**src/rtl/issue_unit_pkg.sv**
```systemverilog
// Shared definitions for the issue stage: sizes, RS unit codes and state/kind enums.
// Also provides the helper that sorts an opcode into issue / halt / nop.
package issue_unit_pkg;

    localparam int REG_SIZE   = 5;
    localparam int WORD_SIZE  = 32;
    localparam int UNIT_SIZE  = 3;
    localparam int INSTR_SIZE = 32;
    localparam int IMM_SIZE   = 13;

    localparam logic [UNIT_SIZE-1:0] LW   = 3'b000;
    localparam logic [UNIT_SIZE-1:0] SW   = 3'b001;
    localparam logic [UNIT_SIZE-1:0] ADD  = 3'b010;
    localparam logic [UNIT_SIZE-1:0] MUL  = 3'b011;
    localparam logic [UNIT_SIZE-1:0] MV   = 3'b100;
    localparam logic [UNIT_SIZE-1:0] HALT = 3'b101;

    typedef enum logic [1:0] {ST_IDLE, ST_REQ, ST_HALT} issue_state_t;
    typedef enum logic [1:0] {KIND_ISSUE, KIND_HALT, KIND_NOP} code_kind_t;

    // Codes above MV other than HALT carry no work and are silently dropped.
    function automatic code_kind_t classify(input logic [UNIT_SIZE-1:0] code);
        case (code)
            LW, SW, ADD, MUL, MV: return KIND_ISSUE;
            HALT:                 return KIND_HALT;
            default:              return KIND_NOP;
        endcase
    endfunction

endpackage

```
**src/rtl/issue_fifo.sv**
```systemverilog
// Two-entry instruction buffer; exposes both the head and the entry behind it
// so the issue FSM can line up the next request while the head is being accepted.
module issue_fifo
    import issue_unit_pkg::*;
#(
    parameter int WIDTH = INSTR_SIZE
) (
    input  logic             clk,
    input  logic             rst,
    input  logic             flush,
    input  logic             push,
    input  logic             pop,
    input  logic [WIDTH-1:0] din,
    output logic [WIDTH-1:0] head,
    output logic [WIDTH-1:0] second,
    output logic [1:0]       count
);

    // Entries shift toward head on pop; a push lands in the first free slot.
    always_ff @(posedge clk) begin
        if (rst || flush) begin
            head   <= '0;
            second <= '0;
            count  <= 2'd0;
        end else begin
            case ({push, pop})
                2'b10: begin
                    if (count == 2'd0) head <= din;
                    else               second <= din;
                    count <= count + 2'd1;
                end
                2'b01: begin
                    head  <= second;
                    count <= count - 2'd1;
                end
                2'b11: begin
                    if (count == 2'd2) begin
                        head   <= second;
                        second <= din;
                    end else begin
                        head <= din;
                    end
                end
                default: ;
            endcase
        end
    end

endmodule

```
**src/rtl/issue_unit.sv**
```systemverilog
// Issue stage: buffers fetched instructions, decodes the head and hands it to the
// reservation stations with a registered enable/ack handshake; halts on code 101.
module issue_unit #(
    parameter int REG_SIZE  = issue_unit_pkg::REG_SIZE,
    parameter int WORD_SIZE = issue_unit_pkg::WORD_SIZE,
    parameter int CNT_SIZE  = 16
) (
    input  logic                                 clk,
    input  logic                                 rst,
    input  logic                                 instr_valid,
    input  logic [31:0]                          instr,
    output logic                                 instr_ready,
    output logic [issue_unit_pkg::UNIT_SIZE-1:0] unit,
    output logic [REG_SIZE-1:0]                  reg1,
    output logic [REG_SIZE-1:0]                  reg2,
    output logic [REG_SIZE-1:0]                  reg3,
    output logic                                 hasimm,
    output logic [WORD_SIZE-1:0]                 imm,
    output logic                                 enable,
    input  logic                                 rs_out,
    output logic                                 halted,
    output logic [CNT_SIZE-1:0]                  issued_count
);
    import issue_unit_pkg::*;

    issue_state_t         state;
    logic [1:0]           fifo_count;
    logic [31:0]          fifo_head;
    logic [31:0]          fifo_second;
    logic                 xfer;
    logic                 accept;
    logic                 idle_take;
    logic                 fifo_push;
    logic                 fifo_pop;
    logic                 fifo_flush;
    logic                 cand_valid;
    logic [31:0]          cand_word;
    code_kind_t           cand_kind;
    logic [UNIT_SIZE-1:0] dec_unit;
    logic [REG_SIZE-1:0]  dec_reg1;
    logic [REG_SIZE-1:0]  dec_reg2;
    logic [REG_SIZE-1:0]  dec_reg3;
    logic                 dec_hasimm;
    logic [WORD_SIZE-1:0] dec_imm;

    assign instr_ready = !rst && (fifo_count != 2'd2) && !halted;
    assign xfer        = instr_valid && instr_ready;
    assign accept      = (state == ST_REQ) && rs_out;
    assign idle_take   = (state == ST_IDLE) && cand_valid;

    // The candidate is the instruction that becomes the head after this edge;
    // taking it straight from instr when the buffer would otherwise be empty
    // gives single-cycle latency and back-to-back issue.
    always_comb begin
        cand_valid = 1'b0;
        cand_word  = fifo_head;
        case (state)
            ST_IDLE: begin
                if (fifo_count != 2'd0) begin
                    cand_valid = 1'b1;
                end else if (xfer) begin
                    cand_valid = 1'b1;
                    cand_word  = instr;
                end
            end
            ST_REQ: begin
                if (fifo_count == 2'd2) begin
                    cand_valid = 1'b1;
                    cand_word  = fifo_second;
                end else if (xfer) begin
                    cand_valid = 1'b1;
                    cand_word  = instr;
                end
            end
            default: ;
        endcase
    end

    always_comb begin
        cand_kind  = classify(cand_word[31:29]);
        dec_unit   = cand_word[31:29];
        dec_reg1   = REG_SIZE'(cand_word[28:24]);
        dec_reg2   = REG_SIZE'(cand_word[23:19]);
        dec_reg3   = REG_SIZE'(cand_word[18:14]);
        dec_hasimm = cand_word[13];
        dec_imm    = {{(WORD_SIZE-IMM_SIZE){cand_word[IMM_SIZE-1]}}, cand_word[IMM_SIZE-1:0]};
    end

    // A nop arriving into an empty idle buffer is simply never stored.
    assign fifo_push  = xfer && !(idle_take && fifo_count == 2'd0 && cand_kind == KIND_NOP);
    assign fifo_pop   = accept || (idle_take && cand_kind == KIND_NOP && fifo_count != 2'd0);
    assign fifo_flush = (idle_take || (accept && cand_valid)) && cand_kind == KIND_HALT;

    issue_fifo #(.WIDTH(32)) u_fifo (
        .clk    (clk),
        .rst    (rst),
        .flush  (fifo_flush),
        .push   (fifo_push),
        .pop    (fifo_pop),
        .din    (instr),
        .head   (fifo_head),
        .second (fifo_second),
        .count  (fifo_count)
    );

    always_ff @(posedge clk) begin
        if (rst) begin
            state        <= ST_IDLE;
            unit         <= '0;
            reg1         <= '0;
            reg2         <= '0;
            reg3         <= '0;
            hasimm       <= 1'b0;
            imm          <= '0;
            enable       <= 1'b0;
            halted       <= 1'b0;
            issued_count <= '0;
        end else begin
            case (state)
                ST_IDLE: begin
                    if (cand_valid && cand_kind == KIND_ISSUE) begin
                        state  <= ST_REQ;
                        enable <= 1'b1;
                        unit   <= dec_unit;
                        reg1   <= dec_reg1;
                        reg2   <= dec_reg2;
                        reg3   <= dec_reg3;
                        hasimm <= dec_hasimm;
                        imm    <= dec_imm;
                    end else if (cand_valid && cand_kind == KIND_HALT) begin
                        state  <= ST_HALT;
                        halted <= 1'b1;
                    end
                end
                ST_REQ: begin
                    if (rs_out) begin
                        issued_count <= issued_count + CNT_SIZE'(1);
                        if (cand_valid && cand_kind == KIND_ISSUE) begin
                            unit   <= dec_unit;
                            reg1   <= dec_reg1;
                            reg2   <= dec_reg2;
                            reg3   <= dec_reg3;
                            hasimm <= dec_hasimm;
                            imm    <= dec_imm;
                        end else if (cand_valid && cand_kind == KIND_HALT) begin
                            state  <= ST_HALT;
                            enable <= 1'b0;
                            halted <= 1'b1;
                        end else begin
                            state  <= ST_IDLE;
                            enable <= 1'b0;
                        end
                    end
                end
                default: ;
            endcase
        end
    end

endmodule

```
**config.mk**
```make
export PLATFORM = sky130hd
export DESIGN_NAME = issue_unit
export DESIGN_NICKNAME = d
export VERILOG_FILES = /design/src/rtl/issue_unit_pkg.sv /design/src/rtl/issue_fifo.sv /design/src/rtl/issue_unit.sv
export SDC_FILE = /design/constraint.sdc
export NUM_CORES = 1
export LEC_CHECK = 0
export CAP_MARGIN = 10
export CORE_AREA = 8 8 113 193
export CTS_CLUSTER_SIZE = 30
export DETAILED_ROUTE_END_ITERATION = 8
export DIE_AREA = 0 0 121 201
export GPL_TIMING_DRIVEN = 1
export SLEW_MARGIN = 0
export SYNTH_ARGS = -nofsm -noshare
export SYNTH_HDL_FRONTEND = slang
export SYNTH_SLANG_ARGS = --single-unit
```
**constraint.sdc**
```tcl
create_clock -name clk -period 8.6 [get_ports clk]
set_input_delay 1.72 -clock clk [delete_from_list [all_inputs] [get_ports clk]]
set_output_delay 1.72 -clock clk [all_outputs]
set_load 0.02 [all_outputs]
```
# After elaboration in Yosys (flattened, before gate mapping)
# Index checks and enable logic that the tools add are counted.
# classes
muxes	48
div_mod_pow	0
n_reduce_logical	36
multipliers	0
eq_ne	20
n_shift	0
order_cmp	0
bitwise	0
n_addsub	3
# ops
operator	n
$mux W32	9
$pmux W32 S2	3
$pmux W32 S3	1
$mux W5	6
$pmux W5 S2	3
$add A16 B1 Y16 const B	1
$logic_and A1 B1 Y1	14
$ne A2 B2 Y1 const B	6
$pmux W2 S2	3
$mux W1	11
$mux W2	5
$eq A2 B2 Y1 const B	4
$pmux W1 S2	4
$reduce_and A4 Y1	2
$reduce_bool A2 Y1	4
$eq A2 B1 Y1 const B	3
$eq A3 B2 Y1 const B	2
$eq A3 B3 Y1 const B	2
$logic_not A2 Y1	3
$mux W3	2
$pmux W3 S2	1
$reduce_and A2 Y1	3
$reduce_or A5 Y1	1
$eq A3 B1 Y1 const B	1
9 further kinds	13
# totals
ff_bits	137
wordCells	120
output_inout_bits	70
rom_bits	0
input_bits	36
ram_bits	0
latch_bits	0
mem_count	0

# Depth between registers and ports, before layout
# depth
ltp_word	17
mapped_depth	18
ltp_nobuf	12

# Cells and area by module
# From an unflattened synthesis, not the netlist that was laid out.
# hier_totals
hier_cells	836
area_unflattened_um2	6702.7
# modules_own_cells
module	area_each_um2	instances	cells_per_inst	seq_area_each_um2
issue_fifo	3375.7	1	398	1321.3
issue_unit	3326.9	1	438	1041.0

# Least setup slack after synthesis
# No wires, ideal clock.
# synth_path
kind	input to register
from	input port rst
to	register u_fifo.head[26]
path_buffers	5
required_ns	8.526
arrival_ns	4.679
slack_ns	3.847
path_stages	17
setup_time_ns	0.074
cell_sequence	buf_6 > nor3b_2 > a2111oi_0 > a211o_1 > buf_4 > nor4_4 > buf_2 > nor2_1 > inv_1 > ha_1 > and2_1 > clkbuf_1 > nand2b_1 > clkbuf_1 > a22o_1 > nand3_2 > a31oi_1
# synth_between
elab_chain_len	17
word_cells_on_any_way	41
cone_classes	11 x eq/ne; 10 x mux; 20 x reduce/logical
# synth_rtl
element	line_no	source
from (decl)	issue_unit.sv:9	input logic rst,
$logic_not A1 Y1	issue_unit.sv:46	assign instr_ready = !rst && (fifo_count != 2'd2) && !halted;
$logic_and A1 B1 Y1 (2 in a row)	issue_unit.sv:46	
$logic_and A1 B1 Y1	issue_unit.sv:47	assign xfer = instr_valid && instr_ready;
$mux W32	issue_unit.sv:61, issue_unit.sv:70	
$mux W32 (on tied branches)	issue_unit.sv:67, issue_unit.sv:59	
$pmux W32 S2	issue_unit.sv:57	case (state)
$eq A3 B1 Y1, or another cell as far along	issue_unit_pkg.sv:23	case (code)
$reduce_or A5 Y1	issue_unit_pkg.sv:23	
$pmux W2 S2	issue_unit_pkg.sv:23	
$eq A2 B2 Y1	issue_unit.sv:90, issue_unit.sv:91	
$logic_and A1 B1 Y1 (on tied branches)	issue_unit.sv:91, issue_unit.sv:90	
$logic_and A1 B1 Y1 / $logic_not A1 Y1 (equally long branches)	issue_unit.sv:91, issue_unit.sv:90	
$logic_or A1 B1 Y1 / $logic_and A1 B1 Y1 (equally long branches)	issue_unit.sv:91, issue_unit.sv:90	
$eq A2 B2 Y1 / $eq A2 B1 Y1 (equally long branches)	issue_fifo.sv:26	case ({push, pop})
$ne A2 B2 Y1 (no line) / $reduce_bool A3 Y1 (equally long branches)	--	
$reduce_and A2 Y1 (no line)	--	
to (signal assigned)	issue_fifo.sv:28	if (count == 2'd0) head <= din;
to (signal assigned)	issue_fifo.sv:33	head <= second;
to (signal assigned)	issue_fifo.sv:38	head <= second;
to (decl)	issue_fifo.sv:14	output logic [WIDTH-1:0] head,
# Parallel ways exist; a longest one is shown, timed or not.
# A chain may end at the register's enable or synchronous reset.

# Final worst setup path
# layout_path
from	input port instr_valid
to	register u_fifo.head[14]
# layout_between
elab_chain_len	14
word_cells_on_any_way	38
cone_classes	11 x eq/ne; 10 x mux; 17 x reduce/logical
# layout_rtl
element	line_no	source
from (decl)	issue_unit.sv:10	input logic instr_valid,
$logic_and A1 B1 Y1 (*)	issue_unit.sv:47	
$mux W32	issue_unit.sv:61, issue_unit.sv:70	
$mux W32 (on tied branches)	issue_unit.sv:67, issue_unit.sv:59	
$pmux W32 S2	issue_unit.sv:57	
$eq A3 B1 Y1, or another cell as far along	issue_unit_pkg.sv:23	
$reduce_or A5 Y1	issue_unit_pkg.sv:23	
$pmux W2 S2	issue_unit_pkg.sv:23	
$eq A2 B2 Y1	issue_unit.sv:90, issue_unit.sv:91	
$logic_and A1 B1 Y1 (on tied branches)	issue_unit.sv:91, issue_unit.sv:90	
$logic_and A1 B1 Y1 / $logic_not A1 Y1 (equally long branches)	issue_unit.sv:91, issue_unit.sv:90	
$logic_or A1 B1 Y1 / $logic_and A1 B1 Y1 (equally long branches)	issue_unit.sv:91, issue_unit.sv:90	
$eq A2 B2 Y1 / $eq A2 B1 Y1 (equally long branches)	issue_fifo.sv:26	
$ne A2 B2 Y1 (no line) / $reduce_bool A3 Y1 (equally long branches)	--	
$reduce_and A2 Y1 (no line)	--	
# Mark *: on every way between the ends. The rest lies on a longest branch, timed or not.

==> parameters.txt <==
Parameter                              Value

Worst setup path
  Worst setup path startpoint    instr_valid
  Crit Path Category    in -> reg
  Data required time at the worst endpoint    a little under 9 ns
  Crit start category    input port
  Worst EP arrival    roughly 6.3 ns
  Type of element capturing the critical path    flip-flop
  Highest net fanout along the worst path    66
  Reg-to-Reg Start    halted$_SDFFE_PP0P_

CTS
  CTS Buf Count    17
  TritonCTS clock tree    yes
  Post-cts hold buffer count    0
  Number of buffers on the longest clock path    2
  Register clock-pin slew on the reported worst setup and hold paths    around 0.06 ns
  Root buf cell    sky130_fd_sc_hd__clkbuf_16
  CTS-repair resized insts    0
  Maximum level of the CTS H-tree    4
  Source-to-sink clock delay at the later pin of the worst-skew pair    approximately 0.42 ns
  Clock tree sinks    ~120
  Post CTS Setup Buffer Count    0

Drt
  Post-detailed-route via-to-cell ratio    ~6
  Wire length reported by the detailed router    between 20000 and 30000 um
  Total number of vias    about 7700
  Routed WL per cell    ~20 um
  Number of DRC violations after detailed-routing iteration 0    between 600 and 700
  Detail Route Antenna Nets    0
  Count of TritonRoute iterations in the first routing pass    7
  Remaining design rule violation count    0

Floorplan
  Horiz. Die Dim    around 120 um
  Die footprint    24300 sq um
  Io pins    106
  Starting Density    39.7%
  Core area    around 19000 sq um
  Std cell rows    67
  Vertical die dimension    around 200 um

Hold path
  Hold Startpoint    reg2[0]$_SDFFE_PP0P_
  Worst min path class    reg -> reg

Global routing
  GR Util met3    ~3.5%
  Global routing met1 resource utilization    a little under a quarter
  Tot GR Track Use    approximately a fifth
  GR Util met2    37.1%
  First-pass GRT wire length    40800 um
  Via count of the first global-routing pass    7457
  Largest net degree at the start of global routing    67
  Global routing's busiest layer    met2
  Number of antenna violations at the first check in global routing    0
  Global route total overflow    0

Synthesis
  Count of distinct cell types in the synthesized netlist    between 50 and 60
  Syn Nets    around 1100
  Most area-consuming cells after synthesis    sky130_fd_sc_hd__dfxtp_1 (31%), sky130_fd_sc_hd__nand2_1 (8.6%), sky130_fd_sc_hd__a22o_1 (7.4%)
  Fraction of synthesis flops using an asynchronous set or reset pin    0%
  Sequential area share after synthesis    between 30% and 40%
  Number of flops mapped to enable cells by yosys    0
  Leading area contributor after synthesis    sky130_fd_sc_hd__dfxtp_1
  Synthesized flop and latch total    ~120
  Number of warning messages in the yosys log    0
  Cell count after synthesis    a little over 1000
  Combined area of all synthesized cells    7550 sq um
  Synthesized area divided by synthesized cell count    roughly 7.5 sq um
  Top FF cell, synth    sky130_fd_sc_hd__dfxtp_1
  Area share of the largest cell type after synthesis    31.3%

Placement
  RePlAce Congestion    between 0.7 and 0.8
  Detailed placer's ending HPWL    ~16000 um
  Number of input and output port buffers inserted    ~110

Final layout
  Share of cells above drive strength 1    under 10%
  Antenna diode count    0
  Top library cells by usage in the layout, fill and taps aside    sky130_fd_sc_hd__nand2_1 (172), sky130_fd_sc_hd__dfxtp_1 (118), sky130_fd_sc_hd__clkdlybuf4s50_1 (104), sky130_fd_sc_hd__a21oi_1 (101), sky130_fd_sc_hd__nand3_1 (98)
  # nets final    1070
  Most common cell after layout, fill and taps aside    sky130_fd_sc_hd__nand2_1
  Area growth from synthesis to final layout    20.1%

Timing
  RSZ-0062 raised after global routing    false
  Relative slew slack    24.7%
  Worst-margin pin slew    around 1.1 ns
  Total negative slack for setup checks    0 ns
  Number of setup violations in the final report    0
  Timing-limited maximum frequency    approximately 0.17 GHz
  Number of hold violations in the final report    0
  Final number of max-transition violations    0
  Worst hold margin    about 0.46 ns
  Final cycle utilization of the critical path    between 70% and 80%
  Clock period minus final worst setup slack    between 6 and 7 ns
  Clock skew after layout    between 0.006 and 0.007 ns

Power and ir drop
  Highest ir drop seen on vdd    ~0.00019 V
  Static leakage    approximately 3.2 nW
  Total power per unit cell area    between 300 and 400 nW/um^2

Run status
  Run status    finished clean

Job
  Max-cap violations    0
## report_power, final
part           internal (mW)  switching (mW)
clock network          0.407           0.281
registers              0.647          0.0954
logic                  0.451           0.926
## path summary, 6_finish.rpt
| path | slack [ns] | endpoint | depth (start not counted) |
|---|---|---|---|
| setup / recovery | 2.56 | u_fifo.head[14]$_SDFFE_PP0P_ | 17 |
| hold / removal | 0.46 | reg2[0]$_SDFFE_PP0P_ | 2 |
| setup reg to reg | 3.94 | u_fifo.head[14]$_SDFFE_PP0P_ | 16 |
| hold reg to reg | 0.46 | reg2[0]$_SDFFE_PP0P_ | 2 |
## sequential cells by signal (all words and copies together), names as in the netlist, 2 cells and up
name           cells
u_fifo.second     32
u_fifo.head       32
imm               13
u_fifo.count       2
state              2
reg2               5
reg1               5
reg3               5
issued_count      16
unit               3
## layer usage
layer / wire length [um] / vias up
met4: 1150 / 0
met2: 13200 / 263
met3: 1250 / 62
met5: 0 / -
li1: - / 3707
met1: 10100 / 3671
## worst max-delay path, stage by stage
cell and delay (ns):
sky130_fd_sc_hd__clkdlybuf4s50_1 0.48, sky130_fd_sc_hd__nor3b_4 0.17, sky130_fd_sc_hd__buf_4 0.60, sky130_fd_sc_hd__a2111oi_0 0.23, sky130_fd_sc_hd__a211o_1 0.38, sky130_fd_sc_hd__buf_4 0.27, sky130_fd_sc_hd__nor4_1 0.30, sky130_fd_sc_hd__nor2_1 0.08
sky130_fd_sc_hd__o21a_1 0.20, sky130_fd_sc_hd__ha_1 0.23, sky130_fd_sc_hd__and2_1 0.14, sky130_fd_sc_hd__buf_4 0.25, sky130_fd_sc_hd__nand2b_1 0.46, sky130_fd_sc_hd__buf_4 0.38, sky130_fd_sc_hd__a22o_1 0.22, sky130_fd_sc_hd__nand3_2 0.07
sky130_fd_sc_hd__a31oi_1 0.08
## synth_stat cells, types with 7 or more instances
cell                         n
sky130_fd_sc_hd__buf_4      24
sky130_fd_sc_hd__nand2_1   172
sky130_fd_sc_hd__nor2_1     49
sky130_fd_sc_hd__inv_1       7
sky130_fd_sc_hd__a211o_1    30
sky130_fd_sc_hd__buf_2      19
sky130_fd_sc_hd__a22o_1     64
sky130_fd_sc_hd__o21ai_0    38
sky130_fd_sc_hd__nand3_1    98
sky130_fd_sc_hd__a311oi_1   29
sky130_fd_sc_hd__xor2_1      9
sky130_fd_sc_hd__clkbuf_1   65
sky130_fd_sc_hd__o211ai_1   29
sky130_fd_sc_hd__buf_1      14
sky130_fd_sc_hd__dfxtp_1   118
sky130_fd_sc_hd__a21oi_1   103
sky130_fd_sc_hd__nand3_2    30
sky130_fd_sc_hd__a31oi_1    32
## stage by stage
stage / worst slack (ns) / power [mW] / instance area [sq um] / std cells / util [%]
3_5_place_dp: 2.16 / 2.11 / 8480 / 1250 / 44.6
4_1_cts: 2.57 / 2.81 / 9050 / 1282 / 47.5
2_1_floorplan: 3.85 / 1.67 / 7550 / 1009 / -
6_report: 2.56 / 2.81 / 9060 / 1283 / 47.6
5_1_grt: 2.26 / 2.96 / 9060 / 1283 / 47.6
3_3_place_gp: 2.23 / 2.09 / 8480 / 1250 / 44.6
## cells by family after synthesis
family                     Yosys count  share of synthesized area [%]
and+or+nand+nor                    389                           25.4
buffers and inverters              134                           8.67
muxes                                3                          0.448
DFF                                118                           31.3
adders and majority gates            5                          0.829
xor gates and xnor gates            14                           1.62
AOI/OAI and AO/OA                  346                           31.7
## final cells by class
class	instances	area, sq um
Clock buffer	18	439
Clock inverter	14	126
Fill cell	1881	9970
Inverter	7	26.3
Multi-Input combinational cell	757	4580
Sequential cell	118	2360
Tap cell	241	302
Timing Repair Buffer	128	1230
Note: power is estimated with default switching activity, not from simulation.
